===== config.mk =====
export PLATFORM = sky130hd
export DESIGN_NAME = pe_psum_accumulator
export DESIGN_NICKNAME = d
export VERILOG_FILES = /design/src/rtl/pe_psum_accumulator.sv
export SDC_FILE = /design/constraint.sdc
export NUM_CORES = 1
export LEC_CHECK = 0
export ABC_AREA = 1
export BUFFER_PORTS_ARGS = -buffer_cell sky130_fd_sc_hd__buf_4
export CORE_UTILIZATION = 25
export CTS_BUF_LIST = sky130_fd_sc_hd__clkbuf_8
export CTS_CLUSTER_SIZE = 20
export DETAILED_ROUTE_END_ITERATION = 10
export PLACE_DENSITY = 0.5
export SYNTH_ARGS = -nofsm -noshare
export SYNTH_HDL_FRONTEND = slang
export SYNTH_SLANG_ARGS = --single-unit

===== constraint.sdc =====
create_clock -name clk -period 3.49 [get_ports clk]
set_input_delay 1.047 -clock clk [delete_from_list [all_inputs] [get_ports clk]]
set_output_delay 1.047 -clock clk [all_outputs]
set_load 0.02 [all_outputs]

===== src/rtl/pe_psum_accumulator.sv =====
// pe_psum_accumulator: sums each group of COUNT input values into an
// ACC_WIDTH-bit partial sum and presents it on a one-entry output register
// with a valid/ready handshake. The next group keeps accumulating while a
// completed sum waits, so only the final beat of a group can be stalled.
module pe_psum_accumulator #(
    parameter int WIDTH     = 8,
    parameter int ACC_WIDTH = 16,
    parameter int COUNT     = 4
) (
    input  logic                 clk,
    input  logic                 rst,
    input  logic                 clear,
    input  logic [WIDTH-1:0]     in_data,
    input  logic                 in_valid,
    output logic                 in_ready,
    output logic [ACC_WIDTH-1:0] out_data,
    output logic                 out_ovf,
    output logic                 out_valid,
    input  logic                 out_ready
);

    localparam int CNT_W = $clog2(COUNT);
    localparam logic [CNT_W-1:0] LAST = CNT_W'(COUNT - 1);

    logic [ACC_WIDTH-1:0] acc;
    logic                 ovf_acc;
    logic [CNT_W-1:0]     cnt;

    logic [ACC_WIDTH:0]   sum_ext;
    logic                 in_beat;
    logic                 out_beat;
    logic                 final_beat;

    // Zero-extended add with the carry out of the top accumulator bit kept.
    always_comb begin
        sum_ext = {1'b0, acc} + (ACC_WIDTH + 1)'(in_data);
    end

    // Handshake decode; the final beat waits only while an unconsumed sum
    // occupies the output register.
    always_comb begin
        // NOTE: out_ready feeds in_ready combinationally on purpose, so a
        // consumer taking the old sum lets the final beat in the same cycle.
        in_ready   = !rst && !clear && !(cnt == LAST && out_valid && !out_ready);
        in_beat    = in_valid && in_ready;
        out_beat   = out_valid && out_ready;
        final_beat = in_beat && (cnt == LAST);
    end

    // Accumulator, group counter and output register updates.
    always_ff @(posedge clk) begin
        // NOTE: sequential state uses non-blocking assignments so every
        // register samples the pre-edge values regardless of statement order.
        if (rst) begin
            acc       <= '0;
            ovf_acc   <= 1'b0;
            cnt       <= '0;
            out_data  <= '0;
            out_ovf   <= 1'b0;
            out_valid <= 1'b0;
        end else begin
            // A consumed output empties the register; a simultaneous final
            // beat below overrides this and reloads it.
            if (out_beat) begin
                out_valid <= 1'b0;
            end

            if (clear) begin
                // Drops only the partial group; a pending output survives.
                acc     <= '0;
                ovf_acc <= 1'b0;
                cnt     <= '0;
            end else if (final_beat) begin
                out_data  <= sum_ext[ACC_WIDTH-1:0];
                out_ovf   <= ovf_acc | sum_ext[ACC_WIDTH];
                out_valid <= 1'b1;
                acc       <= '0;
                ovf_acc   <= 1'b0;
                cnt       <= '0;
            end else if (in_beat) begin
                acc     <= sum_ext[ACC_WIDTH-1:0];
                ovf_acc <= ovf_acc | sum_ext[ACC_WIDTH];
                cnt     <= cnt + 1'b1;
            end
        end
    end

endmodule

### Word-level counts from Yosys, hierarchy flattened

Cells that the tools add are included.

* order comparisons: 0
* reduce and logical (&&, ||, !) cells: 13
* bitwise gates (word level): 2
* multiply operators: 0
* divide/modulo/power cells: 0
* add/subtract/negate cells: 2
* shifts and indexed selects: 0
* equality and inequality tests: 1
* mux-type cells: 3

Operator list (count)
* $add 16x8->17: 1
* $logic_and 1x1->1: 7
* $logic_not 1->1: 4
* $mux 1: 3
* $reduce_or 3->1: 1
* $add 2x1->2 const B: 1
* $eq 2x2->1 const B: 1
* $reduce_and 2->1: 1
* $not 1->1: 1
* $or 1x1->1: 1

* latch bits: 0
* word-level logic and storage cells: 27
* memories kept: 0
* register bits after elaboration: 37
* bits in writable memories: 0
* memory bits (read-only): 0
* output and inout port bits: 19
* input port bits: 13

### Longest topological paths before layout

* word-level depth: 9
* gate-level depth with buffers: 12
* gate-level depth less buffers: 12

### Least setup slack after synthesis

OpenSTA, ideal clock, no wires.

* path type: input-to-output
* start point: in clear
* end point: out in_ready
* slack: 1.021 ns
* data arrival time: 1.422 ns
* buffers on the path: 0
* required time: 2.443 ns
* stages: 3
* path through: nor2_2 > nand2_1 > inv_1

* cells in the longest elaborated chain, start to end: 3

Ends and longest elaborated chain
* start, declared: line 12 `input logic clear,`
* $logic_not 1->1: line 44 `in_ready = !rst && !clear && !(cnt == LAST && out_valid && !out_ready);`
* $logic_and 1x1->1 (2 in a row): line 44
* end, declared: line 15 `output logic in_ready,`

No other way between the ends.

### Final worst setup path

* start point: in rst
* end point: out in_ready

* cells in the longest elaborated chain, start to end: 3

Ends and longest elaborated chain
* start, declared: line 11 `input logic rst,`
* $logic_not 1->1: line 44
* $logic_and 1x1->1 (2 in a row): line 44

No other way between the ends.

==> out/qor.yml <==
clock_path_buffers: 2
wirelength_microns: 5102
clkTransAtPathRegs_ns: 0.08
p_leak_nw: 1.378
diodes: 0
grt_pass1_wl_microns: 8852
slowest_delay_ns: 0.14
hold_path_depth: 2
min_path_type: "flip-flop to flip-flop"
hold_start: "ovf_acc"
final_util_pct: 31.00
synth.largest_area_cell: "dfxtp_1"
overflow: 0
final.setup.tns_ns: 0
syn_inst: 324
finalMaxSlewViolations: 0
dieArea_sq_um: 9080
yosys.area.top_type_share_pct: 34.04
synthesis.area_sq_um: 2176
setup-violations-final: 0
hold_violations: 0
drive_gt1_share_pct: 16.01
reg2reg_depth: 9
fillers: 915
nets: 378
arrival_ns: 1.60
synth_area_leaders: "dfxtp_1 34%, nand2_1 15%, inv_1 10%"
grt_antenna_before_repair: 0
powerDensity_nw_per_um2: 315.7
grt_max_degree: 31
core_sq_um: 8299
power.total_mw: 0.8122
avgSynthCellArea_sq_um: 6.716
grt.total_usage_pct: 12.62
cts_hold_repair.buffers: 0
timing.rr.end: "out_data[6]"
finClkSkew_ns: 0.004081
initial_core_util_pct: 26.22
vdd_ir_drop_max_mv: 0.1169
fin_cells: 461
io_pins: 32
drt_first_pass_iters: 4
gp_congestion: 0.8031
cap_violations: 0
synthFlopType: "dfxtp_1"
synthArstFlopShare_pct: 0
r2r_start: "cnt[0]"
path_class: "input port to primary output"
fin_area_sq_um: 2572
path_max_fanout: 6
dp_hpwl_microns: 3788
ys_types: 32
dieWidth_microns: 95.29
fmax_ghz: 0.3775
rsz0062_at_grt: "false"
vias: 2004
ant_nets: 0
worst_path_most_repeated_cell: "buf_4"
max_slew_margin_pct: 61.30
min_to: "ovf_acc"
area_growth_pct: 18.23
drt_iter0_drc: 52
holdWs_ns: 0.4679
regToRegSetupSlack_ns: 1.63
crit_slowest_cell: "buf_4"
crit_path_start_kind: "input port"
setup_ws_ns: 0.8407
rows: 33
crit_path_end_kind: "primary output"
yosysWarnings: 0
crit_required_ns: 2.44
crit_chain: "buf_4, nor2_2, nand2_1, inv_1, buf_4"
path_delay_family: "buffers and inverters"
place_area_sq_um: 2486
drcViolationCount: 0
wl_per_cell_microns: 11.07
cts_resized: 0
fin_crit_ns: 2.649
cts_made_buffers: 5
synth-edff-count: 0
cts.sinks: 37
root_buffer: "clkbuf_8"
ys_ff_latch: 37
dp.cells: 453
synth.most_common_cell: "nand2_1"
place_ws_ns: 0.7817
cts_setup_buffers: 0
die_h_microns: 95.29
io_buffers: 31
seq_area_frac_synth_pct: 34.04
grt_pass1_vias: 1942
clk_latency_ns: 0.29
status: "completed"
finalCritPeriodShare_pct: 75.91
cts-htree-levels: 2
synth.top_cells.by_count: "85 x nand2_1, 58 x inv_1, 39 x nand3_1"
crit_buf_inv: 3
worst_slew_pin_slew_ns: 0.5761
synth_fp_nets: 347
vias_per_cell: 4.347
cts_tree: "yes"
## flip-flops by register name, indices dropped and copies added, names as in the netlist
name / flops
acc: 16
ovf_acc: 1
out_valid: 1
cnt: 2
out_data: 16
out_ovf: 1
## power by group
part | internal (mW) | leakage (nW) | switching (mW)
Clock | 0.138 | 0.0439 | 0.167
Sequential | 0.426 | 0.299 | 0.00405
Combinational | 0.0297 | 1.04 | 0.0476
Total | 0.594 | 1.38 | 0.219
## cell usage in the layout, fill, tap and decap left out, types with 7 or more instances in the layout
master,count
buf_4,32
inv_2,7
dfxtp_1,37
a21oi_1,12
nand2_1,85
nor2_1,18
inv_1,58
o21a_1,9
o21ai_0,11
ha_1,9
nand3_1,39
## cells by family after synthesis
kind of cell,share of synthesized area (%)
and+or+nand+nor,30.65
buffers and inverters,14.03
AOI/OAI and AO/OA,12.77
DFF,34.04
adders and majority gates,6.096
xor gates and xnor gates,2.416
## metal layers
layer	vias to the layer above	track usage [%]	wire length (microns)
met4	0	3.283	40
met1	895	15.92	2513
met3	5	2.871	160
met2	32	21.49	2387
met5	-	0	0
li1	1072	-	-
## area by class of cell
cell class                 instances  area, sq um  share of cell area [%]
inverter                          65        244.0                   9.484
clock inverter                     3        17.52                  0.6809
tap                              105        131.4                   5.107
sequential                        37        740.7                   28.79
multi-input combinational        214         1130                   43.92
clock buffer                       5        68.82                   2.675
timing repair buffer              32        240.2                   9.338
## worst min-delay path: stages, from the launching register on
cell	delay (ns)
dfxtp_1	0.30
inv_1	0.06
a21oi_1	0.06
## worst max path at each step
| stage | start | to | slack (ns) | cells after the start |
|---|---|---|---|---|
| finish | rst | in_ready | 0.84 | 5 |
| global route | out_ready | in_ready | 0.80 | 6 |
| CTS | rst | in_ready | 0.83 | 5 |
| detailed placement | in_data[0] | out_data[12] | 0.78 | 11 |
| global placement | in_data[0] | out_data[12] | 0.81 | 11 |
| floorplan | clear | in_ready | 1.02 | 3 |
Power figures use the tool's default switching activity.
